File: config.mk
export PLATFORM = sky130hd
export DESIGN_NAME = ir_phase_sequencer_flat
export DESIGN_NICKNAME = d
export VERILOG_FILES = /design/src/rtl/ir_phase_sequencer_if.sv /design/src/rtl/ir_phase_sequencer.sv /design/src/flat_wrapper.sv
export SDC_FILE = /design/constraint.sdc
export NUM_CORES = 1
export LEC_CHECK = 0
export CAP_MARGIN = 20
export CORE_ASPECT_RATIO = 0.5
export CORE_MARGIN = 8
export CORE_UTILIZATION = 40
export CTS_CLUSTER_DIAMETER = 40
export DETAILED_ROUTE_END_ITERATION = 8
export REMOVE_ABC_BUFFERS = 1
export SLEW_MARGIN = 20
export SYNTH_ARGS = -nofsm -noshare
export SYNTH_HDL_FRONTEND = slang
export SYNTH_SLANG_ARGS = --single-unit
File: constraint.sdc
create_clock -name iClk -period 1.8 [get_ports iClk]
set_clock_uncertainty 0.1 [all_clocks]
set_input_delay 0.27 -clock iClk [delete_from_list [all_inputs] [get_ports iClk]]
set_output_delay 0.27 -clock iClk [all_outputs]
set_load 0.02 [all_outputs]
File: src/rtl/ir_phase_sequencer_if.sv
// Handshake/status bundle between the phase sequencer and the scheduler.
// slave = sequencer side, master = scheduler/engine side.
interface ir_phase_sequencer_if;
    logic        iEn;
    logic        iCfgByWhich;
    logic        iCycleReq;
    logic        oCfgStart;
    logic        iCfgDone;
    logic        iCfgErr;
    logic        oCapStart;
    logic        iCapDone;
    logic        oUplStart;
    logic        iUplDone;
    logic [1:0]  oMUX_SEL;
    logic        oBusy;
    logic        oErr;
    logic [1:0]  oErrCode;
    logic        oAbort;
    logic [15:0] oFrameCnt;
    logic        oLED_Configuring;
    logic        oLED_Capturing;
    logic        oLED_Uploading;

    modport slave (
        input  iEn, iCfgByWhich, iCycleReq, iCfgDone, iCfgErr, iCapDone, iUplDone,
        output oCfgStart, oCapStart, oUplStart, oMUX_SEL, oBusy, oErr, oErrCode,
               oAbort, oFrameCnt, oLED_Configuring, oLED_Capturing, oLED_Uploading
    );

    modport master (
        output iEn, iCfgByWhich, iCycleReq, iCfgDone, iCfgErr, iCapDone, iUplDone,
        input  oCfgStart, oCapStart, oUplStart, oMUX_SEL, oBusy, oErr, oErrCode,
               oAbort, oFrameCnt, oLED_Configuring, oLED_Capturing, oLED_Uploading
    );
endinterface

File: src/rtl/ir_phase_sequencer.sv
// IR pin-bank phase sequencer: CFG -> CAP -> UPL with mux guard intervals and per-phase watchdogs.
// Optional IR_SEQ_AUTORUN_EN: chain straight into the next capture when a request is pending at upload done.
module ir_phase_sequencer #(
    parameter int          GUARD_CYCLES   = 16,
    parameter int          TO_W           = 24,
    parameter int          TIMEOUT_CYCLES = 2000000,
    parameter logic [1:0]  MUX_CFG        = 2'b01,
    parameter logic [1:0]  MUX_CAP        = 2'b00,
    parameter logic [1:0]  MUX_UPL        = 2'b10,
    parameter logic [15:0] FRAME_CNT_RST  = 16'h0000
) (
    input  logic                  iClk,
    input  logic                  iRst_N,
    ir_phase_sequencer_if.slave   bus
);
    localparam int              GW         = $clog2(GUARD_CYCLES + 1);
    localparam logic [GW-1:0]   GUARD_LAST = GW'(GUARD_CYCLES - 1);
    localparam logic [TO_W-1:0] TO_LAST    = TO_W'(TIMEOUT_CYCLES - 1);

    typedef enum logic [2:0] {
        ST_IDLE, ST_GUARD, ST_CFG_RUN, ST_CAP_RUN, ST_UPL_RUN, ST_ERROR
    } state_e;

    typedef enum logic [1:0] {TGT_CFG, TGT_CAP, TGT_UPL} tgt_e;

    state_e          state_q, state_d;
    tgt_e            tgt_q, tgt_d;
    logic [GW-1:0]   gcnt_q, gcnt_d;
    logic [TO_W-1:0] tcnt_q, tcnt_d;
    logic [1:0]      mux_q, mux_d;
    logic            cfg_ok_q, cfg_ok_d;
    logic [1:0]      err_code_q, err_code_d;
    logic [15:0]     frame_cnt_q, frame_cnt_d;
    logic            cfg_start_q, cfg_start_d;
    logic            cap_start_q, cap_start_d;
    logic            upl_start_q, upl_start_d;
    logic            abort_q, abort_d;
    logic            timeout;

    always_ff @(posedge iClk or negedge iRst_N) begin
        if (!iRst_N) begin
            state_q     <= ST_IDLE;
            tgt_q       <= TGT_CAP;
            gcnt_q      <= '0;
            tcnt_q      <= '0;
            mux_q       <= MUX_CAP;
            cfg_ok_q    <= 1'b0;
            err_code_q  <= 2'd0;
            frame_cnt_q <= FRAME_CNT_RST;
            cfg_start_q <= 1'b0;
            cap_start_q <= 1'b0;
            upl_start_q <= 1'b0;
            abort_q     <= 1'b0;
        end else begin
            state_q     <= state_d;
            tgt_q       <= tgt_d;
            gcnt_q      <= gcnt_d;
            tcnt_q      <= tcnt_d;
            mux_q       <= mux_d;
            cfg_ok_q    <= cfg_ok_d;
            err_code_q  <= err_code_d;
            frame_cnt_q <= frame_cnt_d;
            cfg_start_q <= cfg_start_d;
            cap_start_q <= cap_start_d;
            upl_start_q <= upl_start_d;
            abort_q     <= abort_d;
        end
    end

    assign timeout = (tcnt_q == TO_LAST);

    // Guard and timeout counters default to zero so every entry into GUARD/RUN starts clean.
    always_comb begin
        state_d     = state_q;
        tgt_d       = tgt_q;
        gcnt_d      = '0;
        tcnt_d      = '0;
        mux_d       = mux_q;
        cfg_ok_d    = cfg_ok_q;
        err_code_d  = err_code_q;
        frame_cnt_d = frame_cnt_q;
        cfg_start_d = 1'b0;
        cap_start_d = 1'b0;
        upl_start_d = 1'b0;
        abort_d     = 1'b0;

        case (state_q)
            ST_IDLE: begin
                if (bus.iEn && bus.iCycleReq) begin
                    state_d = ST_GUARD;
                    if (bus.iCfgByWhich && !cfg_ok_q) begin
                        tgt_d = TGT_CFG;
                        mux_d = MUX_CFG;
                    end else begin
                        tgt_d = TGT_CAP;
                        mux_d = MUX_CAP;
                    end
                end
            end
            ST_GUARD: begin
                if (!bus.iEn) begin
                    state_d = ST_IDLE;
                    mux_d   = MUX_CAP;
                    abort_d = 1'b1;
                end else if (gcnt_q == GUARD_LAST) begin
                    case (tgt_q)
                        TGT_CFG: begin state_d = ST_CFG_RUN; cfg_start_d = 1'b1; end
                        TGT_UPL: begin state_d = ST_UPL_RUN; upl_start_d = 1'b1; end
                        default: begin state_d = ST_CAP_RUN; cap_start_d = 1'b1; end
                    endcase
                end else begin
                    gcnt_d = gcnt_q + 1'b1;
                end
            end
            ST_CFG_RUN, ST_CAP_RUN, ST_UPL_RUN: begin
                tcnt_d = tcnt_q + 1'b1;
                if (!bus.iEn) begin
                    state_d = ST_IDLE;
                    mux_d   = MUX_CAP;
                    abort_d = 1'b1;
                end else if (state_q == ST_CFG_RUN && bus.iCfgDone) begin
                    cfg_ok_d = 1'b1;
                    state_d  = ST_GUARD;
                    tgt_d    = TGT_CAP;
                    mux_d    = MUX_CAP;
                end else if (state_q == ST_CAP_RUN && bus.iCapDone) begin
                    state_d = ST_GUARD;
                    tgt_d   = TGT_UPL;
                    mux_d   = MUX_UPL;
                end else if (state_q == ST_UPL_RUN && bus.iUplDone) begin
                    frame_cnt_d = frame_cnt_q + 16'd1;
                    mux_d       = MUX_CAP;
`ifdef IR_SEQ_AUTORUN_EN
                    if (bus.iCycleReq) begin
                        state_d = ST_GUARD;
                        tgt_d   = TGT_CAP;
                    end else begin
                        state_d = ST_IDLE;
                    end
`else
                    state_d = ST_IDLE;
`endif
                end else if (timeout || (state_q == ST_CFG_RUN && bus.iCfgErr)) begin
                    state_d  = ST_ERROR;
                    mux_d    = MUX_CAP;
                    cfg_ok_d = 1'b0;
                    case (state_q)
                        ST_CFG_RUN: err_code_d = 2'd1;
                        ST_CAP_RUN: err_code_d = 2'd2;
                        default:    err_code_d = 2'd3;
                    endcase
                end
            end
            ST_ERROR: begin
                if (!bus.iEn) begin
                    state_d    = ST_IDLE;
                    err_code_d = 2'd0;
                end
            end
            default: begin
                state_d = ST_IDLE;
                mux_d   = MUX_CAP;
            end
        endcase
    end

    assign bus.oCfgStart        = cfg_start_q;
    assign bus.oCapStart        = cap_start_q;
    assign bus.oUplStart        = upl_start_q;
    assign bus.oMUX_SEL         = mux_q;
    assign bus.oBusy            = (state_q != ST_IDLE);
    assign bus.oErr             = (state_q == ST_ERROR);
    assign bus.oErrCode         = err_code_q;
    assign bus.oAbort           = abort_q;
    assign bus.oFrameCnt        = frame_cnt_q;
    assign bus.oLED_Configuring = (state_q == ST_CFG_RUN) || (state_q == ST_GUARD && tgt_q == TGT_CFG);
    assign bus.oLED_Capturing   = (state_q == ST_CAP_RUN) || (state_q == ST_GUARD && tgt_q == TGT_CAP);
    assign bus.oLED_Uploading   = (state_q == ST_UPL_RUN) || (state_q == ST_GUARD && tgt_q == TGT_UPL);
endmodule

File: src/flat_wrapper.sv
// flat-port wrapper written by rule: the top's interface ports become plain ports
module ir_phase_sequencer_flat 
#(
    parameter int          GUARD_CYCLES   = 16,
    parameter int          TO_W           = 24,
    parameter int          TIMEOUT_CYCLES = 2000000,
    parameter logic [1:0]  MUX_CFG        = 2'b01,
    parameter logic [1:0]  MUX_CAP        = 2'b00,
    parameter logic [1:0]  MUX_UPL        = 2'b10,
    parameter logic [15:0] FRAME_CNT_RST  = 16'h0000
)
  (iClk, iRst_N, bus_iEn, bus_iCfgByWhich, bus_iCycleReq, bus_iCfgDone, bus_iCfgErr, bus_iCapDone, bus_iUplDone, bus_oCfgStart, bus_oCapStart, bus_oUplStart, bus_oMUX_SEL, bus_oBusy, bus_oErr, bus_oErrCode, bus_oAbort, bus_oFrameCnt, bus_oLED_Configuring, bus_oLED_Capturing, bus_oLED_Uploading);
  ir_phase_sequencer_if bus_i ();
  input  logic iClk;
  input  logic iRst_N;
  input wire logic [$bits(bus_i.iEn)-1:0] bus_iEn;
  input wire logic [$bits(bus_i.iCfgByWhich)-1:0] bus_iCfgByWhich;
  input wire logic [$bits(bus_i.iCycleReq)-1:0] bus_iCycleReq;
  input wire logic [$bits(bus_i.iCfgDone)-1:0] bus_iCfgDone;
  input wire logic [$bits(bus_i.iCfgErr)-1:0] bus_iCfgErr;
  input wire logic [$bits(bus_i.iCapDone)-1:0] bus_iCapDone;
  input wire logic [$bits(bus_i.iUplDone)-1:0] bus_iUplDone;
  output wire logic [$bits(bus_i.oCfgStart)-1:0] bus_oCfgStart;
  output wire logic [$bits(bus_i.oCapStart)-1:0] bus_oCapStart;
  output wire logic [$bits(bus_i.oUplStart)-1:0] bus_oUplStart;
  output wire logic [$bits(bus_i.oMUX_SEL)-1:0] bus_oMUX_SEL;
  output wire logic [$bits(bus_i.oBusy)-1:0] bus_oBusy;
  output wire logic [$bits(bus_i.oErr)-1:0] bus_oErr;
  output wire logic [$bits(bus_i.oErrCode)-1:0] bus_oErrCode;
  output wire logic [$bits(bus_i.oAbort)-1:0] bus_oAbort;
  output wire logic [$bits(bus_i.oFrameCnt)-1:0] bus_oFrameCnt;
  output wire logic [$bits(bus_i.oLED_Configuring)-1:0] bus_oLED_Configuring;
  output wire logic [$bits(bus_i.oLED_Capturing)-1:0] bus_oLED_Capturing;
  output wire logic [$bits(bus_i.oLED_Uploading)-1:0] bus_oLED_Uploading;
  assign bus_i.iEn = bus_iEn;
  assign bus_i.iCfgByWhich = bus_iCfgByWhich;
  assign bus_i.iCycleReq = bus_iCycleReq;
  assign bus_i.iCfgDone = bus_iCfgDone;
  assign bus_i.iCfgErr = bus_iCfgErr;
  assign bus_i.iCapDone = bus_iCapDone;
  assign bus_i.iUplDone = bus_iUplDone;
  assign bus_oCfgStart = bus_i.oCfgStart;
  assign bus_oCapStart = bus_i.oCapStart;
  assign bus_oUplStart = bus_i.oUplStart;
  assign bus_oMUX_SEL = bus_i.oMUX_SEL;
  assign bus_oBusy = bus_i.oBusy;
  assign bus_oErr = bus_i.oErr;
  assign bus_oErrCode = bus_i.oErrCode;
  assign bus_oAbort = bus_i.oAbort;
  assign bus_oFrameCnt = bus_i.oFrameCnt;
  assign bus_oLED_Configuring = bus_i.oLED_Configuring;
  assign bus_oLED_Capturing = bus_i.oLED_Capturing;
  assign bus_oLED_Uploading = bus_i.oLED_Uploading;
  ir_phase_sequencer #(.GUARD_CYCLES(GUARD_CYCLES), .TO_W(TO_W), .TIMEOUT_CYCLES(TIMEOUT_CYCLES), .MUX_CFG(MUX_CFG), .MUX_CAP(MUX_CAP), .MUX_UPL(MUX_UPL), .FRAME_CNT_RST(FRAME_CNT_RST)) u_core (.iClk(iClk), .iRst_N(iRst_N), .bus(bus_i));
endmodule
==> Word-level counts from Yosys, hierarchy flattened <==
Cells that the tools add are included.
Widths: inputs -> output; s select.
{ "word_totals": {"regBits": 59, "in_bits": 9, "out_inout_bits": 29, "wordCells": 124} }
{ "op_classes": {"addsub": 3, "eq_ne": 22, "mux": 55, "n_bitwise": 3, "reduce_logical": 29} }
{ "ops": {"columns": ["operator", "count"], "rows": [
  ["$mux 2", 16],
  ["$mux 3", 9],
  ["$add 24x1->24 const B", 1],
  ["$eq 24x21->1 const B", 1],
  ["$mux 24", 1],
  ["$mux 1", 20],
  ["$add 16x1->16 const B", 1],
  ["$mux 5", 3],
  ["$ne 2x2->1 const B", 6],
  ["$pmux 2 s2", 3],
  ["$pmux 3 s4", 1],
  ["$reduce_and 4->1", 3],
  ["$reduce_and 5->1", 2],
  ["$logic_and 1x1->1", 9],
  ["$ne 2x1->1 const B", 4],
  ["$pmux 2 s4", 1],
  ["$reduce_and 7->1", 1],
  ["$eq 3x2->1 const B", 2],
  ["$eq 3x3->1 const B", 2],
  ["$ne 6x2->1 const B", 1],
  ["$pmux 3 s2", 1],
  ["$reduce_bool 2->1", 3],
  ["$add 5x1->5 const B", 1],
  ["$eq 5x4->1 const B", 1],
  ["14 further kinds", 19]
]} }

==> Longest topological paths before layout <==
Gate-level depths: netlist of the first run.
{ "depth": {"ltp_word": 9, "mapped_depth": 6, "depth_no_buf": 6} }

==> Worst setup path before layout of the first run <==
OpenSTA, ideal clock, no wires.
{ "synth_timing": {"path_type": "flip-flop to output port", "from": "register u_core.state_q[0]", "to": "output bus_oLED_Uploading", "arrival_time_ns": 1.472, "required_ns": 1.430, "setup_slack_ns": -0.042, "stages_incl_launch_ff": 5, "path_buffers": 1, "cell_sequence": "dfrtp_1 -> buf_2 -> clkinv_1 -> or3_1 -> a21oi_1"} }
{ "synth_via": {"elab_chain_len": 3, "word_cells_on_any_way": 4, "cone_classes": "eq/ne (2); reduce/logical (2)"} }
{ "synth_rtl": {"columns": ["item", "line", "source"], "rows": [
  ["start, declared", "ir_phase_sequencer.sv:26", "state_e state_q, state_d;"],
  ["start signal, assigned", "ir_phase_sequencer.sv:55", "state_q <= state_d;"],
  ["$eq 3x1->1", "ir_phase_sequencer.sv:178", "assign bus.oLED_Uploading = (state_q == ST_UPL_RUN) || (state_q == ST_GUARD && tgt_q == TGT_UPL);"],
  ["$logic_and 1x1->1", "ir_phase_sequencer.sv:178", null],
  ["$logic_or 1x1->1 *", "ir_phase_sequencer.sv:178", null],
  ["end, declared", "flat_wrapper.sv:34", "output wire logic [$bits(bus_i.oLED_Uploading)-1:0] bus_oLED_Uploading;"]
]} }
Mark *: on every way between the ends. The rest lies on a longest branch, timed or not.

==> Worst setup path after layout of the first run <==
{ "layout_timing": {"from": "register u_core.state_q[1]", "to": "output bus_oLED_Configuring"} }
{ "layout_via": {"elab_chain_len": 3, "word_cells_on_any_way": 4, "cone_classes": "eq/ne (2); reduce/logical (2)"} }
{ "layout_rtl": {"columns": ["item", "line", "source"], "rows": [
  ["$eq 3x1->1", "ir_phase_sequencer.sv:176", "assign bus.oLED_Configuring = (state_q == ST_CFG_RUN) || (state_q == ST_GUARD && tgt_q == TGT_CFG);"],
  ["$logic_and 1x1->1", "ir_phase_sequencer.sv:176", null],
  ["$logic_or 1x1->1 *", "ir_phase_sequencer.sv:176", null],
  ["end, declared", "flat_wrapper.sv:32", "output wire logic [$bits(bus_i.oLED_Configuring)-1:0] bus_oLED_Configuring;"]
]} }
Marks and branches as above.

==> results_dict.tcl, run 1 <==
set metrics [dict create \
    status "finished, violations left" \
    violations "setup timing" \
    dieArea_mm2 0.0105 \
    crit_arrival_ns 1.45 \
    io_buffers 37 \
    place.gp.congestion 0.896 \
    path_clk_slew_ns 0.05 \
    pin_count 38 \
    syn_inst 306 \
    timing.final.crit_share_pct 101 \
    post-route-drc-count 0 \
    yosysWarningCount 0 \
    clk_path_buf_depth 2 \
    tightest_slew_ns 0.365 \
    grt_max_degree 60 \
    leakage_nw 2.06 \
    syn_avg_cell_area_um2 9.62 \
    layout_setup_ws_ns -0.0182 \
    dpl_worst_slack_ns -0.220 \
    grt_setup_unrepaired "yes" \
    die_w_um 137 \
    diodes 0 \
    fillers 604 \
    cts_tree "built" \
    antenna_found_initial 0 \
    ir_worst_vdd_uv 460 \
    wl_mm 7.30 \
    synth_seq_area_share_pct 50.2 \
    hold_path_class "register to register" \
    drv_cap 0 \
    holdWs_ns 0.370 \
    dr.pass1.iters 4 \
    synth-main-ff-cell "dfrtp_1" \
    ant_nets 0 \
    wl_per_cell_um 14.4 \
    viasPerCell 5.06 \
    gr-usage-all-layers_pct 14.3 \
    synth_cell_type_count 44 \
    cts-root-buf "clkbuf_16" \
    ys_ff_latch 59 \
    finalMaxSlewViolations 0 \
    floorplan.rows 22 \
    setup_violations 2 \
    startpoint_type "register" \
    hold_viol 0 \
    grt_first_pass_wirelength_mm 12.1 \
    final_area_mm2 0.00438 \
    nets 419 \
    power_density_mw_per_mm2 905 \
    clk_latency_ns 0.33 \
    required_ns 1.43 \
    end_kind "output pin" \
    period_minus_slack_ns 1.82 \
    numCtsBuffers 9 \
    num_vias 2560 \
    htreeDepth 3 \
    clock.fmax_mhz 550 \
    die_y_um 76.7 \
    core-area_mm2 0.00724 \
    cts.sinks 59 \
    slew_headroom_pct 75.6 \
    synth-async-reset-ratio_pct 100 \
    synth_edf_count 0 \
    syn-cell-area_mm2 0.00294 \
    drive_above_1_share_pct 29.3 \
    critical_path_class "register to output pin" \
    area_delta_synth_final_pct 48.8 \
    cp_max_fo 2 \
    initial_utilization_pct 40.7 \
    drtIter0Drc 145 \
    dp_hpwl_mm 5.12 \
    first_global_vias 2524 \
    placedInstanceArea_mm2 0.00382 \
    p_total_mw 3.96 \
    setup_tns_ns -0.0319 \
    grt_overflow 0 \
]
==> metrics by stage <==
stage / std cells / util (%)
6_report: 506 / 60.5
5_1_grt: 506 / 60.5
4_1_cts: 499 / 57.9
3_5_place_dp: 483 / 52.8
3_3_place_gp: 483 / 52.8
2_1_floorplan: 299 / -
==> synthesized netlist by cell type, drive strengths merged (5+ instances only) <==
cell	instances	area, um^2
and4	6	52.6
nor2b	7	43.8
nand2b	5	31.3
o21ai	10	50.1
and2	5	31.3
a21oi	7	35.0
xnor2	18	158
nand4	8	56.3
nor2	43	161
dfrtp	58	1450
nand3	13	65.1
xor2	20	175
inv	10	37.5
nand2	29	109
and3	6	37.5
nor3	15	80.1
==> worst max-delay path: stages, from the launching register on <==
cell and delay [ns]:
dfrtp_1 0.42, buf_4 0.16, nor4_2 0.25, a21oi_1 0.06, nor2_1 0.09, buf_4 0.15
==> area by class of cell <==
| cell class | instances | area [um^2] | area share (%) |
|---|---|---|---|
| Multi-Input combinational cell | 229 | 1580 | 36.1 |
| Sequential cell | 59 | 1480 | 33.7 |
| Timing Repair Buffer | 97 | 860 | 19.6 |
| Clock buffer | 12 | 267 | 6.08 |
| Tap cell | 96 | 120 | 2.74 |
| Inverter | 11 | 41.3 | 0.943 |
| Clock inverter | 2 | 35.0 | 0.800 |
==> power breakdown <==
part | total (mW) | internal (mW) | leakage [nW] | switching (mW)
clock | 1.71 | 1.16 | 0.151 | 0.546
combinational | 0.821 | 0.404 | 1.10 | 0.417
sequential | 1.44 | 1.39 | 0.814 | 0.0419
total | 3.96 | 2.96 | 2.06 | 1.01
==> per-layer routing <==
metal	up-vias	wire, um	track usage, %
met5	-	0	0
met4	0	141	6.24
met3	11	345	4.42
met2	57	3620	23.4
met1	1240	3190	17.0
li1	1252	-	-
==> kinds of logic (layout without fill, tap and decap cells) <==
logic type                 after synthesis  after routing  share of synthesized area (%)
AOI/OAI and AO/OA                       31             31                           6.72
xor gates and xnor gates                38             38                           11.3
adders and majority gates                3              3                           1.28
buffers and inverters                   18            122                           2.38
DFF                                     59             59                           50.2
muxes                                    6              6                           2.12
and+or+nand+nor                        151            151                           26.0
==> cells in the final DEF (no fill, tap or decap), types with 4 or more instances in the layout <==
cell,netlist,final
nor3_2,1,4
nor2_1,43,41
inv_1,10,10
clkdlybuf4s50_1,0,26
o21ai_0,10,6
nand2_1,29,27
and4_1,6,6
and3_1,6,5
xnor2_1,18,18
mux2i_1,4,4
and2_1,5,5
buf_4,0,55
nor3_4,0,4
xor2_1,20,20
nor2b_1,7,6
dlymetal6s2s_1,0,5
nand3_1,13,12
nor3_1,14,7
dfrtp_1,58,58
clkbuf_16,0,9
buf_2,2,4
nand4_1,7,7
a21oi_1,7,5
==> state kept, by name, indices dropped and copies added (netlist names), 2 cells and up <==
| name | count |
|---|---|
| u_core.tcnt_q | 24 |
| u_core.bus.oErrCode | 2 |
| u_core.bus.oFrameCnt | 16 |
| u_core.bus.oMUX_SEL | 2 |
| u_core.state_q | 3 |
| u_core.gcnt_q | 5 |
| u_core.tgt_q | 2 |
==> final timing paths <==
kind | start | endpoint | slack (ns) | cells after the start
max | u_core.state_q[1] | bus_oLED_Configuring | -0.02 | 5
min | u_core.bus.oFrameCnt[15] | u_core.bus.oFrameCnt[15] | 0.37 | 1
max reg2reg | u_core.tcnt_q[1] | u_core.tcnt_q[22] | 0.03 | 6
min reg2reg | u_core.bus.oFrameCnt[15] | u_core.bus.oFrameCnt[15] | 0.37 | 1
max in group asynchronous | iRst_N | u_core.tgt_q[0] | 0.89 | 3
min in group asynchronous | iRst_N | u_core.tcnt_q[3] | 0.40 | 3
==> what timing repair did <==
item	4_1_cts	5_1_grt
buffers inserted	1	7
resized for setup	41	34
hold endpoints to repair	58	0
setup endpoints to repair	24	23
hold buffers	1	0
pin swaps	1	8
Note: power is estimated with default switching activity, not from simulation.
==> inputs of run 2 (changes only) <==
- RECOVER_POWER: unset -> 50
==> results_dict.tcl, run 2 (synthesized netlist as in run 1, its figures left out) <==
set metrics [dict create \
    startpoint_type "register" \
    grt_setup_unrepaired "yes" \
    finalMaxSlewViolations 0 \
    p_total_mw 3.96 \
    core-area_mm2 0.00724 \
    grt_max_degree 60 \
    post-route-util_pct 59.7 \
    clk_latency_ns 0.33 \
    wl_mm 7.33 \
    viasPerCell 5.04 \
    path_buf_inv 2 \
    clock.fmax_mhz 549 \
    wl_per_cell_um 14.5 \
    dieArea_mm2 0.0105 \
    setup_violations 2 \
    nets 419 \
    numCtsBuffers 9 \
    clk_path_buf_depth 2 \
    antenna_found_initial 0 \
    post-route-drc-count 0 \
    gr-usage-all-layers_pct 14.3 \
    layout_setup_ws_ns -0.0202 \
    first_global_vias 2524 \
    die_y_um 76.7 \
    pin_count 38 \
    drv_cap 0 \
    num_vias 2551 \
    hold_viol 0 \
    place_inst 483 \
    io_buffers 37 \
    fillers 616 \
    slowest_delay_ns 0.42 \
    slew_headroom_pct 46.2 \
    diodes 0 \
    cts-root-buf "clkbuf_16" \
    largest-register "u_core.tcnt_q" \
    cts_tree "built" \
    path_clk_slew_ns 0.05 \
    htreeDepth 3 \
    power_density_mw_per_mm2 916 \
    instances_no_fill 506 \
    violations "setup timing" \
    largest_reg_flops 24 \
    die_w_um 137 \
    hold_path_class "register to register" \
    path_delay_family "flip-flops" \
    dpl_worst_slack_ns -0.220 \
    dr.pass1.iters 4 \
    tightest_slew_ns 0.806 \
    drive_above_1_share_pct 29.0 \
    dp_hpwl_mm 5.12 \
    register_area_mm2 0.00148 \
    cts.sinks 59 \
    timing.final.crit_share_pct 101 \
    initial_utilization_pct 40.7 \
    ant_nets 0 \
    multiInputGateArea_mm2 0.00158 \
    ir_worst_vdd_uv 464 \
    area_delta_synth_final_pct 46.7 \
    crit_slowest_cell "dfrtp_1" \
    grt_first_pass_wirelength_mm 12.1 \
    critical_path_class "register to output pin" \
    floorplan.rows 22 \
    leakage_nw 1.95 \
    path_common_cell "buf_4" \
    end_kind "output pin" \
    layout_common_cells "dfrtp_1 (58), buf_4 (55), nor2_1 (41)" \
    worstPathCellList "buf_4 > nor4_2 > a21oi_1 > nor2_1 > buf_4" \
    place.gp.congestion 0.896 \
    mostFrequentLayoutCell "dfrtp_1" \
    cp_max_fo 2 \
    status "finished, violations left" \
    required_ns 1.43 \
    crit_arrival_ns 1.45 \
    drtIter0Drc 145 \
    grt_overflow 0 \
    period_minus_slack_ns 1.82 \
]
[run 2: cell types whose count changed in the layout (fill, tap and decap cells not counted), sizes merged]
cell,before,now
clkdlybuf4s50,26,25
buf,65,64
dlygate4sd3,1,2
clkbuf,12,18
dlymetal6s2s,5,0
[run 2: path summary, 6_finish.rpt]
path / from / endpoint / slack [ns] / depth (start not counted)
max reg2reg: u_core.tcnt_q[1] / u_core.tcnt_q[22] / 0.03 / 6
min in group asynchronous: iRst_N / u_core.tcnt_q[3] / 0.60 / 3
max: u_core.state_q[1] / bus_oLED_Configuring / -0.02 / 5
min reg2reg: u_core.bus.oFrameCnt[15] / u_core.bus.oFrameCnt[15] / 0.37 / 1
max in group asynchronous: iRst_N / u_core.tgt_q[1] / 0.47 / 3
min: u_core.bus.oFrameCnt[15] / u_core.bus.oFrameCnt[15] / 0.37 / 1
[run 2: final cells by class]
class                           instances  share of cell area, %
Inverter                               11                  0.956
Clock buffer                           12                   6.17
Timing Repair Buffer                   97                   18.6
Tap cell                               96                   2.78
Sequential cell                        59                   34.2
Clock inverter                          2                  0.811
Multi-Input combinational cell        229                   36.5
[run 2: what timing repair did]
item / in CTS / in global routing
cloned: 0 / 0
setup buffers: 1 / 7
gates resized for setup: 41 / 34
pin swaps: 1 / 8
endpoints found under the hold margin: 58 / 0
hold buffers: 1 / 0
endpoints found under the setup margin: 24 / 23
[run 2: stage by stage]
step           hold slack [ns]  area, um^2  setup TNS (ns)
6_report                 0.369        4320         -0.0354
4_1_cts                  0.381        4190          -0.101
5_1_grt                  0.395        4320          -0.310
3_5_place_dp             0.201        3820           -2.69
2_1_floorplan           -0.126        2920           -1.42
3_3_place_gp             0.198        3820           -2.00
[run 2: metal layers]
metal	part of all wire [%]	GRT usage (%)	vias to the layer above	wire, um
met1	44	17.0	1234	3210
met2	49	23.4	54	3620
met5	0	0	-	0
met4	2.0	6.24	0	147
met3	4.7	4.42	12	343
li1	-	-	1251	-
[run 2: worst register-to-register path, stage by stage (launching register included)]
cell and delay, ns:
dfrtp_1 0.35, ha_2 0.19, nand2_2 0.07, or4_4 0.61, nor3_4 0.15, xnor2_1 0.14
nor2_1 0.05
[run 2: power breakdown]
group          leakage, nW  switching, mW  internal, mW
sequential           0.814         0.0422          1.39
clock                0.151          0.549          1.16
combinational        0.986          0.414         0.397
